**src/rtl/fft_pass_scheduler.sv**
```systemverilog
// Pass sequencer for the mixed-radix FFT: factorises N = n_last+1 into 2^a*3^b*5^c,
// then issues one pass command per radix stage (r5s, then r3s, then r2s) under a per-pass watchdog.
module fft_pass_scheduler #(
  parameter int N_W     = 11,
  parameter int TO_W    = 13,
  parameter int TIMEOUT = 4096
) (
  input  logic           clk,
  input  logic           rst,
  input  logic           start,
  input  logic [N_W-1:0] n_last,
  input  logic           eng_done,
  output logic           busy,
  output logic [3:0]     stage2,
  output logic [2:0]     stage3,
  output logic [1:0]     stage5,
  output logic           pass_start,
  output logic [1:0]     pass_radix,
  output logic [3:0]     pass_idx,
  output logic           fft_done,
  output logic           err
);

  typedef enum logic [2:0] {S_IDLE, S_LOAD, S_FACTOR, S_ISSUE, S_WAIT, S_DONE} state_t;
  typedef enum logic [1:0] {RAD_NONE = 2'b00, RAD_2 = 2'b01, RAD_3 = 2'b10, RAD_5 = 2'b11} radix_t;
  typedef logic [N_W:0] m_t;

  localparam m_t              M_ONE   = m_t'(1);
  localparam m_t              M_THREE = m_t'(3);
  localparam m_t              M_FIVE  = m_t'(5);
  localparam logic [TO_W-1:0] WD_LAST = TO_W'(TIMEOUT - 1);

  state_t          state;
  m_t              m;
  logic            ovf5;
  logic [4:0]      issued;
  logic [TO_W-1:0] wd;

  logic [4:0] end5, end3, total;
  radix_t     next_radix;
  logic       div2, div3, div5;
  logic       size_bad, factor_ok, issue_now;

  // NOTE: every always_comb output gets a default first so no path can infer a latch.
  always_comb begin
    end5  = {3'b000, stage5};
    end3  = end5 + {2'b00, stage3};
    total = end3 + {1'b0, stage2};

    next_radix = RAD_2;
    if (issued < end5)      next_radix = RAD_5;
    else if (issued < end3) next_radix = RAD_3;

    div2 = ~m[0];
    div3 = (m % M_THREE) == '0;
    div5 = (m % M_FIVE) == '0;

    // Residual not fully factored, a saturated radix-5 count, or N == 1 (nothing stripped).
    size_bad  = (m != M_ONE) || ovf5 || (total == '0);
    factor_ok = (state == S_FACTOR) && !div2 && !div3 && !div5 && !size_bad;
    issue_now = factor_ok || ((state == S_WAIT) && eng_done && (issued != total));
  end

  // NOTE: sequential state uses non-blocking assignments only, so every register sees pre-edge values.
  always_ff @(posedge clk or negedge rst) begin
    if (!rst) begin
      state      <= S_IDLE;
      m          <= '0;
      ovf5       <= 1'b0;
      issued     <= '0;
      wd         <= '0;
      busy       <= 1'b0;
      stage2     <= '0;
      stage3     <= '0;
      stage5     <= '0;
      pass_start <= 1'b0;
      pass_radix <= RAD_NONE;
      pass_idx   <= '0;
      fft_done   <= 1'b0;
      err        <= 1'b0;
    end else begin
      pass_start <= 1'b0;
      fft_done   <= 1'b0;
      err        <= 1'b0;

      case (state)
        S_IDLE: begin
          busy <= 1'b0;
          // busy is still high for the one IDLE cycle after an abort, which blocks a same-cycle restart.
          if (start && !busy) begin
            m      <= {1'b0, n_last} + M_ONE;
            stage2 <= '0;
            stage3 <= '0;
            stage5 <= '0;
            ovf5   <= 1'b0;
            issued <= '0;
            busy   <= 1'b1;
            state  <= S_LOAD;
          end
        end

        S_LOAD: state <= S_FACTOR;

        S_FACTOR: begin
          if (div2) begin
            m      <= m >> 1;
            stage2 <= stage2 + 4'd1;
          end else if (div3) begin
            m      <= m / M_THREE;
            stage3 <= stage3 + 3'd1;
          end else if (div5) begin
            m <= m / M_FIVE;
            if (stage5 == 2'd3) ovf5   <= 1'b1;
            else                stage5 <= stage5 + 2'd1;
          end else if (size_bad) begin
            err   <= 1'b1;
            state <= S_IDLE;
          end else begin
            state <= S_ISSUE;
          end
        end

        S_ISSUE: begin
          wd    <= wd + 1'b1;
          state <= S_WAIT;
        end

        S_WAIT: begin
          wd <= wd + 1'b1;
          if (eng_done) begin
            if (issued == total) begin
              fft_done   <= 1'b1;
              pass_radix <= RAD_NONE;
              state      <= S_DONE;
            end else begin
              state <= S_ISSUE;
            end
          end else if (wd == WD_LAST) begin
            err        <= 1'b1;
            pass_radix <= RAD_NONE;
            state      <= S_IDLE;
          end
        end

        S_DONE: begin
          busy  <= 1'b0;
          state <= S_IDLE;
        end

        default: state <= S_IDLE;
      endcase

      if (issue_now) begin
        pass_start <= 1'b1;
        pass_radix <= next_radix;
        pass_idx   <= issued[3:0];
        issued     <= issued + 5'd1;
        wd         <= '0;
      end
    end
  end

endmodule

```
**config.mk**
```make
export PLATFORM = sky130hd
export DESIGN_NAME = fft_pass_scheduler
export DESIGN_NICKNAME = d
export VERILOG_FILES = /design/src/rtl/fft_pass_scheduler.sv
export SDC_FILE = /design/constraint.sdc
export NUM_CORES = 1
export LEC_CHECK = 0
export ABC_CLOCK_PERIOD_IN_PS = 15910
export CELL_PAD_IN_SITES_DETAIL_PLACEMENT = 0
export CELL_PAD_IN_SITES_GLOBAL_PLACEMENT = 1
export CORE_ASPECT_RATIO = 0.7
export CORE_MARGIN = 2
export CORE_UTILIZATION = 49
export CTS_CLUSTER_DIAMETER = 40
export DETAILED_ROUTE_END_ITERATION = 10
export PLACE_DENSITY_LB_ADDON = 0.1
export REMOVE_ABC_BUFFERS = 1
export SKIP_CTS_REPAIR_TIMING = 1
export SYNTH_ARGS = -nofsm -noshare
export SYNTH_HDL_FRONTEND = slang
export SYNTH_SLANG_ARGS = --single-unit
export TNS_END_PERCENT = 5
```
**constraint.sdc**
```tcl
create_clock -name clk -period 15.91 [get_ports clk]
set_clock_uncertainty 0.15 [all_clocks]
set_input_delay 2.3865 -clock clk [delete_from_list [all_inputs] [get_ports clk]]
set_output_delay 2.3865 -clock clk [all_outputs]
set_load 0.01 [all_outputs]
```
==> results of run 1 <==
[state kept, by name, indices dropped and copies added (netlist names)]
signal	cells
m	12
pass_radix	2
issued	5
err	1
state	3
wd	13
pass_idx	4
ovf5	1
stage5	2
busy	1
stage2	4
pass_start	1
stage3	3
fft_done	1
[final cells by class]
class | instances | area (sq um)
timing repair buffer | 43 | 400
clock inverter | 2 | 13.8
fill | 1093 | 4990
clock buffer | 6 | 129
multi-input combinational | 593 | 3900
inverter | 25 | 93.8
sequential | 53 | 1330
tap | 153 | 191
[routing by layer]
metal  share of wire [%]  vias up
met5                   0        -
met3                 7.5        8
li1                    -     2676
met4                0.48        0
met2                  41      198
met1                  51     2631
[layout by cell type (no fill, tap or decap), drive strengths merged, types with 5 or more instances in the layout]
| master | netlist | routed |
|---|---|---|
| a211o | 5 | 5 |
| ha | 21 | 21 |
| xor2 | 22 | 22 |
| o21ai | 54 | 54 |
| nand2 | 73 | 73 |
| mux2i | 7 | 7 |
| and3 | 10 | 10 |
| clkdlybuf4s50 | 0 | 32 |
| a221oi | 5 | 5 |
| clkbuf | 24 | 6 |
| nand3 | 26 | 26 |
| a31oi | 15 | 15 |
| nor3 | 26 | 26 |
| a32o | 5 | 5 |
| a21o | 8 | 8 |
| o22ai | 8 | 8 |
| inv | 25 | 26 |
| mux2 | 9 | 9 |
| a21oi | 48 | 48 |
| a211oi | 6 | 6 |
| buf | 26 | 11 |
| nand4 | 8 | 8 |
| o221ai | 5 | 5 |
| or3 | 6 | 6 |
| nor2b | 13 | 13 |
| nand3b | 5 | 5 |
| dfrtp | 53 | 53 |
| o211ai | 7 | 7 |
| xnor2 | 18 | 18 |
| nand2b | 16 | 16 |
| nor2 | 71 | 71 |
[logic make-up after synthesis]
group	count (synthesis)	share of synthesized area, %
AO/OA/AOI/OAI	226	28.5
XOR/XNOR	40	6.42
adder cells (fa/ha/maj)	26	5.97
buffers and inverters	75	6.33
flip-flops	53	23.8
multiplexers	16	3.14
AND/OR/NAND/NOR	285	25.8
[stage by stage]
step	worst slack, ns	utilization (%)
final	8.36	54.8
after global routing	7.71	54.8
after CTS	8.43	54.8
after detailed placement	8.43	53.5
after global placement	8.60	53.5
after floorplan	9.56	-
[worst min-delay path, delay by kind of cell (launching register included)]
kind | cells | cell delay [ns]
AOI/OAI and AO/OA | 1 | 0.04
DFF | 1 | 0.34
and+or+nand+nor | 1 | 0.07
[worst max path at each step]
| stage | endpoint | cells after the start | slack, ns | start |
|---|---|---|---|---|
| after floorplan | m[8]$_DFFE_PN0P_ | 21 | 9.56 | m[8]$_DFFE_PN0P_ |
| after global routing | stage5[0]$_DFFE_PN0P_ | 23 | 7.71 | m[7]$_DFFE_PN0P_ |
| after CTS | m[8]$_DFFE_PN0P_ | 22 | 8.43 | m[7]$_DFFE_PN0P_ |
| after global placement | m[8]$_DFFE_PN0P_ | 22 | 8.60 | m[7]$_DFFE_PN0P_ |
| final | m[8]$_DFFE_PN0P_ | 22 | 8.36 | m[7]$_DFFE_PN0P_ |
| after detailed placement | m[8]$_DFFE_PN0P_ | 22 | 8.43 | m[7]$_DFFE_PN0P_ |
==> results.md, run 1 <==
- Cts bufs inserted: 5
- Min cycle time layout: 7.55 ns
- TNS Setup: 0 ns
- Vias: 5513
- Largest net degree at the start of global routing: 54
- Ys flop type: dfrtp_1
- Synth top area cells: dfrtp_1 24%, nand2_1 4.9%, ha_1 4.7%
- CP Cell Sequence: nand2b_1 -> a2bb2o_4 -> a222oi_1 -> inv_1 -> a21oi_1 -> nand4_1 -> and2_0 -> o21ai_0 -> nor2_1 -> ha_1 -> nor2_1 -> inv_1 -> maj3_1 -> a211o_1 -> xnor2_1 -> ha_1 -> nand3_1 -> and4b_1 -> mux2i_1 -> o31a_2 -> a2bb2oi_2 -> mux2_4
- Gate Count Post-Synth: 721
- Syn. warnings: 0
- Die Area: 0.0123 sq mm
- Hold Path Stages: 2
- FMAX: 0.132 GHz
- Clk Latency, worst-skew pair: 0.30 ns
- Post-synth top cells: 73 x nand2_1, 70 x nor2_1, 53 x dfrtp_1
- Synth async-reset ratio: 100%
- Crit-path max FO: 32
- Buffers on Ports: 33
- GR Util met3: 5.31%
- FP Rows: 32
- Max incr delay on CP: 1.02 ns
- Netlist cell types: 95
- CTS H-tree lvls: 2
- RR Startpoint: m[7]$_DFFE_PN0P_
- Crit-path leading delay family: compound AO/OA/AOI/OAI gates
- Final Cell Area: 0.00606 sq mm
- Placed wire-length estimate: 11700 um
- Post-route DRC: 0
- Pre-antenna DRT Iters: 6
- Share of cells above drive strength 1: 6.51%
- Worst setup EP type: register
- Initial antenna violation count: 0
- Number of global-route vias before repair: 5030
- Least-Margin Pin Slew: 1.23 ns
- Die X: 131 um
- Hold WC Path Type: reg2reg
- Vias per cell: 6.30
- Top-area cell type share of the netlist area: 23.8%
- Routability Congestion: 0.863
- Post-Synthesis Cell Area: 0.00557 sq mm
- Final hold vios: 0
- Min-Delay Startpoint: ovf5$_DFFE_PN0P_
- First-pass GRT wire length: 26200 um
- Number of max-cap violations: 0
- Clk sinks: 53
- Critical Path AT: 7.59 ns
- Remaining Overflow, GRT: 0
- Dpl cell area: 0.00592 sq mm
- Final setup violation count: 0
- Final Cycle Share: 47.5%
- Placed Cells incl. Taps: 867
- Starting density of the core: 50.4%
- Core Region: 0.0111 sq mm
- Setup crit start kind: register
- Met2 Use GR: 37.6%
- Count leader, synth: nand2_1
- Layout Cells excl Fill: 875
- Antenna diodes: 0
- Routed Antenna Nets: 0
- Tot GR Track Use: 26.1%
- Mapped Avg Cell Area: 7.73 sq um
- Status: finished clean
- EDFF count, synth: 0
- Hold Path End: ovf5$_DFFE_PN0P_
- Final WL: 15800 um
- Area Growth Syn to Fin: 8.69%
- DRT iter0 DRCs: 690
- RSZ-0062 raised after global routing: false
- #FFs+latches synth: 53
- Wire per inst: 18.1 um
- Clk buf depth: 2
- Req. time, crit path: 15.95 ns
- Global route hottest layer: met1
- CP Buf/Inv Count: 2
- Reg2Reg Capture Point: m[8]$_DFFE_PN0P_
- Grt met1 use: 40.9%
- WS Path Type: reg2reg
- Fin nets: 759
- I/O Pins: 34
- Die H: 93.2 um
- Max-slew headroom: 18.0%
- Critical path's slowest cell: a222oi_1
- Dominant cell type by area after synthesis: dfrtp_1
- Root buf cell: clkbuf_16
- Clk pin slew, worst setup/hold paths: 0.07 ns
- Register area share after synthesis: 23.8%
- R2R depth: 22
- TritonCTS clock tree: done
- Hold_ws: 0.348 ns
- Final Max Slew Viols: 0
- FF-to-FF setup slack: 8.36 ns
Power of run 1 is not shown: default switching activity piles up to over one toggle a cycle in this logic, so the estimate is an artifact.
==> run 2, diff against run 1 <==
--- a/config.mk
+++ b/config.mk
@@ -5,12 +5,12 @@
 export SDC_FILE = /design/constraint.sdc
 export NUM_CORES = 1
 export LEC_CHECK = 0
-export ABC_CLOCK_PERIOD_IN_PS = 15910
+export ABC_CLOCK_PERIOD_IN_PS = 7950
 export CELL_PAD_IN_SITES_DETAIL_PLACEMENT = 0
 export CELL_PAD_IN_SITES_GLOBAL_PLACEMENT = 1
 export CORE_ASPECT_RATIO = 0.7
 export CORE_MARGIN = 2
-export CORE_UTILIZATION = 49
+export CORE_UTILIZATION = 46
 export CTS_CLUSTER_DIAMETER = 40
 export DETAILED_ROUTE_END_ITERATION = 10
 export PLACE_DENSITY_LB_ADDON = 0.1
==> constraint.sdc (replaced) <==
create_clock -name clk -period 7.95 [get_ports clk]
set_clock_uncertainty 0.15 [all_clocks]
set_input_delay 1.1925 -clock clk [delete_from_list [all_inputs] [get_ports clk]]
set_output_delay 1.1925 -clock clk [all_outputs]
set_load 0.01 [all_outputs]
==> run 2 against run 1 <==
Against the previous run: core utilization is 3.0 points lower; sequential share of layout area is 0.13 points lower; first-iteration DRC count is 15% lower; final cell count is 0.80% higher; count of clock-buffer cells in the layout is 1 lower; non-clock buffer count is 3 higher; highest routed layer unchanged.
==> results.md, run 2 (same netlist as run 1, synthesis figures left out) <==
- Buffers on Ports: 33
- Die H: 96.1 um
- Initial antenna violation count: 0
- Die Area: 0.0130 sq mm
- CTS H-tree lvls: 2
- First-pass GRT wire length: 26600 um
- Share of cells above drive strength 1: 7.03%
- Final WL: 16300 um
- Routability Congestion: 0.976
- Hold WC Path Type: reg2reg
- Final hold vios: 0
- Setup crit start kind: register
- Die X: 136 um
- Core Region: 0.0118 sq mm
- Area Growth Syn to Fin: 9.32%
- Area of the multi-input gates: 0.00390 sq mm
- Vias per cell: 6.31
- TNS Setup: 0 ns
- FMAX: 0.143 GHz
- Routed Antenna Nets: 0
- Antenna diodes: 0
- Biggest regs: wd: 13 flops, m: 12 flops, issued: 5 flops
- Sequential Area: 0.00133 sq mm
- Clk buf depth: 2
- Max reg flops: 13
- FP Rows: 33
- Remaining Overflow, GRT: 0
- Post-route DRC: 0
- Leading cell type in the layout, fill and taps excluded: nand2_1
- WS Path Type: reg2reg
- Min cycle time layout: 6.97 ns
- Cts bufs inserted: 5
- Req. time, crit path: 8.01 ns
- Clk sinks: 53
- Vias: 5566
- Critical path's slowest cell: dfrtp_1
- Wire per inst: 18.5 um
- I/O Pins: 34
- Final Max Slew Viols: 0
- Pre-antenna DRT Iters: 6
- RSZ-0062 raised after global routing: false
- Starting density of the core: 47.4%
- Largest net degree at the start of global routing: 54
- Max incr delay on CP: 0.87 ns
- Critical Path AT: 7.03 ns
- Most frequent cells in the layout: 73 x nand2_1, 70 x nor2_1, 53 x dfrtp_1
- Placed wire-length estimate: 11900 um
- Number of max-cap violations: 0
- Crit-path max FO: 26
- Fin nets: 762
- Number of global-route vias before repair: 4994
- Final Cycle Share: 87.7%
- Top reg by flops: wd
- Tot GR Track Use: 25.6%
- Clk pin slew, worst setup/hold paths: 0.07 ns
- CP Cell Sequence: nor2b_1 -> nand3_1 -> a41oi_1 -> a211o_1 -> mux2_2 -> nand4_1 -> and2_0 -> and3_1 -> nor2_1 -> ha_1 -> nor2_1 -> inv_1 -> maj3_1 -> a211o_1 -> xnor2_1 -> ha_1 -> nand3_1 -> and4b_1 -> mux2i_1 -> o31a_2 -> a2bb2oi_2 -> buf_4 -> a21oi_1 -> o32ai_2
- Least-Margin Pin Slew: 0.881 ns
- Max-slew headroom: 41.3%
- TritonCTS clock tree: done
- Filler instances: 1156
- Final setup violation count: 0
- Worst setup EP type: register
- DRT iter0 DRCs: 589
- Clk Latency, worst-skew pair: 0.30 ns
- Status: finished clean
- Root buf cell: clkbuf_16
## run 2: final cells by class
type	instances	share of cell area [%]
repair buffers	46	6.94
clock inverters	3	0.411
well taps	157	3.22
inverters	25	1.54
clock buffers	5	2.05
flip-flops and latches	53	21.8
multi-input cells	593	64.1
## run 2: per-stage QoR
step                      instances  instance area [sq um]  util, %  worst slack [ns]  hold slack (ns)
after global routing            882                   6090     51.8             0.483            0.369
after detailed placement        874                   5940     50.5              1.20            0.329
after CTS                       882                   6090     51.8              1.16            0.345
after global placement          874                   5940     50.5              1.39            0.324
final                           882                   6090     51.8             0.980            0.352
after floorplan                 671                   5320        -              1.60            0.304
## run 2: per-layer routing
layer / vias to the layer above / share of wire [%] / track usage, %
met5: - / 0 / 0
met4: 0 / 0.80 / 3.65
met3: 16 / 7.0 / 4.32
met2: 207 / 40 / 35.8
met1: 2669 / 52 / 41.1
li1: 2674 / - / -
## run 2: path summary, 6_finish.rpt
| check | start | to | slack [ns] | depth (start not counted) |
|---|---|---|---|---|
| min | ovf5$_DFFE_PN0P_ | ovf5$_DFFE_PN0P_ | 0.35 | 2 |
| max in group asynchronous | rst | stage2[0]$_DFFE_PN0P_ | 6.29 | 2 |
| max | m[11]$_DFFE_PN0P_ | m[10]$_DFFE_PN0P_ | 0.98 | 24 |
| min in group asynchronous | rst | wd[8]$_DFFE_PN0P_ | 0.87 | 2 |
| max reg2reg | m[11]$_DFFE_PN0P_ | m[10]$_DFFE_PN0P_ | 0.98 | 24 |
| min reg2reg | ovf5$_DFFE_PN0P_ | ovf5$_DFFE_PN0P_ | 0.35 | 2 |
## run 2: critical path, delay by kind of cell, from the launching register on
kind | cells | cell delay [ns]
AO/OA/AOI/OAI | 7 | 2.09
AND/OR/NAND/NOR | 9 | 1.87
flip-flops | 1 | 0.87
adder cells (fa/ha/maj) | 3 | 0.86
multiplexers | 2 | 0.52
buffers and inverters | 2 | 0.34
XOR/XNOR | 1 | 0.16
Power of run 2 is left out for the same reason.
==> run 3, diff against run 2 <==
--- a/config.mk
+++ b/config.mk
@@ -5,7 +5,7 @@
 export SDC_FILE = /design/constraint.sdc
 export NUM_CORES = 1
 export LEC_CHECK = 0
-export ABC_CLOCK_PERIOD_IN_PS = 7950
+export ABC_CLOCK_PERIOD_IN_PS = 6800
 export CELL_PAD_IN_SITES_DETAIL_PLACEMENT = 0
 export CELL_PAD_IN_SITES_GLOBAL_PLACEMENT = 1
 export CORE_ASPECT_RATIO = 0.7
@@ -13,7 +13,7 @@
 export CORE_UTILIZATION = 46
 export CTS_CLUSTER_DIAMETER = 40
 export DETAILED_ROUTE_END_ITERATION = 10
-export PLACE_DENSITY_LB_ADDON = 0.1
+export PLACE_DENSITY_LB_ADDON = 0.08
 export REMOVE_ABC_BUFFERS = 1
 export SKIP_CTS_REPAIR_TIMING = 1
 export SYNTH_ARGS = -nofsm -noshare
==> constraint.sdc (replaced) <==
create_clock -name clk -period 6.8 [get_ports clk]
set_clock_uncertainty 0.15 [all_clocks]
set_input_delay 1.02 -clock clk [delete_from_list [all_inputs] [get_ports clk]]
set_output_delay 1.02 -clock clk [all_outputs]
set_load 0.01 [all_outputs]
==> run 3 against run 2 <==
Against the previous run: register-to-register slack got worse by 0.46 ns; critical path type unchanged; die area unchanged; highest routed layer unchanged; first-iteration DRC count increased by 24%; critical endpoint is now m[8]$_DFFE_PN0P_; largest cell class unchanged; flip-flop and latch count unchanged; design area increased by 1.3%; wire length increased by 3.3%; core utilization increased by 0.69 points; maximum frequency increased by 11%; critical path depth increased by 1.
==> results.md, run 3 (same netlist as run 1, synthesis figures left out) <==
- Fin nets: 771
- First-pass GRT wire length: 26800 um
- Number of max-cap violations: 0
- Crit-path leading delay family: compound AO/OA/AOI/OAI gates
- Critical path's slowest cell: dfrtp_2
- Clk sinks: 53
- TNS Setup: 0 ns
- Min cycle time layout: 6.28 ns
- Routed Antenna Nets: 0
- RSZ-0062 raised after global routing: false
- Hold WC Path Type: reg2reg
- Number of global-route vias before repair: 5076
- Wire per inst: 18.9 um
- CTS H-tree lvls: 2
- I/O Pins: 34
- Leading cell type in the layout, fill and taps excluded: nand2_1
- FP Rows: 33
- Die Area: 0.0130 sq mm
- Clk buf depth: 2
- Post-route DRC: 0
- Final Cycle Share: 92.4%
- Area Growth Syn to Fin: 10.8%
- Max reg flops: 13
- Clk pin slew, worst setup/hold paths: 0.08 ns
- DRT iter0 DRCs: 731
- Critical Path AT: 6.32 ns
- Tot GR Track Use: 26.1%
- Final hold vios: 0
- Req. time, crit path: 6.84 ns
- Root buf cell: clkbuf_16
- Worst setup EP type: register
- CP Buf/Inv Count: 5
- Status: finished clean
- Buffers on Ports: 33
- Final Cell Area: 0.00617 sq mm
- Max-slew headroom: 48.8%
- Largest net degree at the start of global routing: 54
- CP dominant cell by count: buf_4
- Routability Congestion: 0.899
- Cts bufs inserted: 5
- Pre-antenna DRT Iters: 6
- Setup crit start kind: register
- Remaining Overflow, GRT: 0
- WS Path Type: reg2reg
- Vias per cell: 6.35
- TritonCTS clock tree: done
- Share of cells above drive strength 1: 8.58%
- Initial antenna violation count: 0
- Most frequent cells in the layout: 73 x nand2_1, 70 x nor2_1, 51 x dfrtp_1
- Final setup violation count: 0
- Vias: 5660
- Die H: 96.1 um
- Starting density of the core: 47.4%
- Biggest regs: wd: 13 flops, m: 12 flops, issued: 5 flops
- Die X: 136 um
- Final core occ: 52.5%
- Top reg by flops: wd
- FMAX: 0.159 GHz
- Final Max Slew Viols: 0
- Dpl cell area: 0.00601 sq mm
- Clk Latency, worst-skew pair: 0.30 ns
- Least-Margin Pin Slew: 0.769 ns
- Placed wire-length estimate: 12400 um
- Antenna diodes: 0
- Core Region: 0.0118 sq mm
- Final WL: 16900 um
- Crit-path max FO: 20
- Max incr delay on CP: 0.50 ns
-- run 3: changes by cell type in the layout (fill, tap and decap cells not counted), sizes merged --
cell and change:
buf +9, clkinv -1, clkinvlp +1
-- run 3: final timing paths --
path | startpoint | end | slack, ns | cells past startpoint
setup / recovery | m[10]$_DFFE_PN0P_ | m[8]$_DFFE_PN0P_ | 0.52 | 25
hold / removal | ovf5$_DFFE_PN0P_ | ovf5$_DFFE_PN0P_ | 0.36 | 2
setup reg to reg | m[10]$_DFFE_PN0P_ | m[8]$_DFFE_PN0P_ | 0.52 | 25
hold reg to reg | ovf5$_DFFE_PN0P_ | ovf5$_DFFE_PN0P_ | 0.36 | 2
max in group asynchronous | rst | m[10]$_DFFE_PN0P_ | 5.32 | 2
min in group asynchronous | rst | m[7]$_DFFE_PN0P_ | 0.69 | 2
-- run 3: layout make-up --
cell class / count / area, sq um
Fill cell: 1134 / 5590
Clock inverter: 3 / 26.3
Timing Repair Buffer: 55 / 490
Multi-Input combinational cell: 593 / 3910
Inverter: 25 / 93.8
Tap cell: 157 / 196
Sequential cell: 53 / 1330
Clock buffer: 5 / 125
-- run 3: stage by stage --
step	setup WS [ns]	std cells	hold WS, ns
2_1_floorplan	0.445	671	0.304
3_3_place_gp	0.659	883	0.321
3_5_place_dp	0.434	883	0.341
4_1_cts	0.403	891	0.358
5_1_grt	0.00967	891	0.377
6_report	0.519	891	0.355
-- run 3: layer usage --
layer	vias up	track usage (%)	wire length, um
li1	2692	-	-
met3	11	6.42	1290
met5	-	0	0
met1	2729	39.8	8450
met2	228	37.6	7030
met4	0	3.39	97
-- run 3: tightest hold or removal path: cells and delay by family (launching register included) --
kind	cells	cell delay, ns
and+or+nand+nor	1	0.08
DFF	1	0.35
AOI/OAI and AO/OA	1	0.04
Power of run 3 is left out for the same reason.
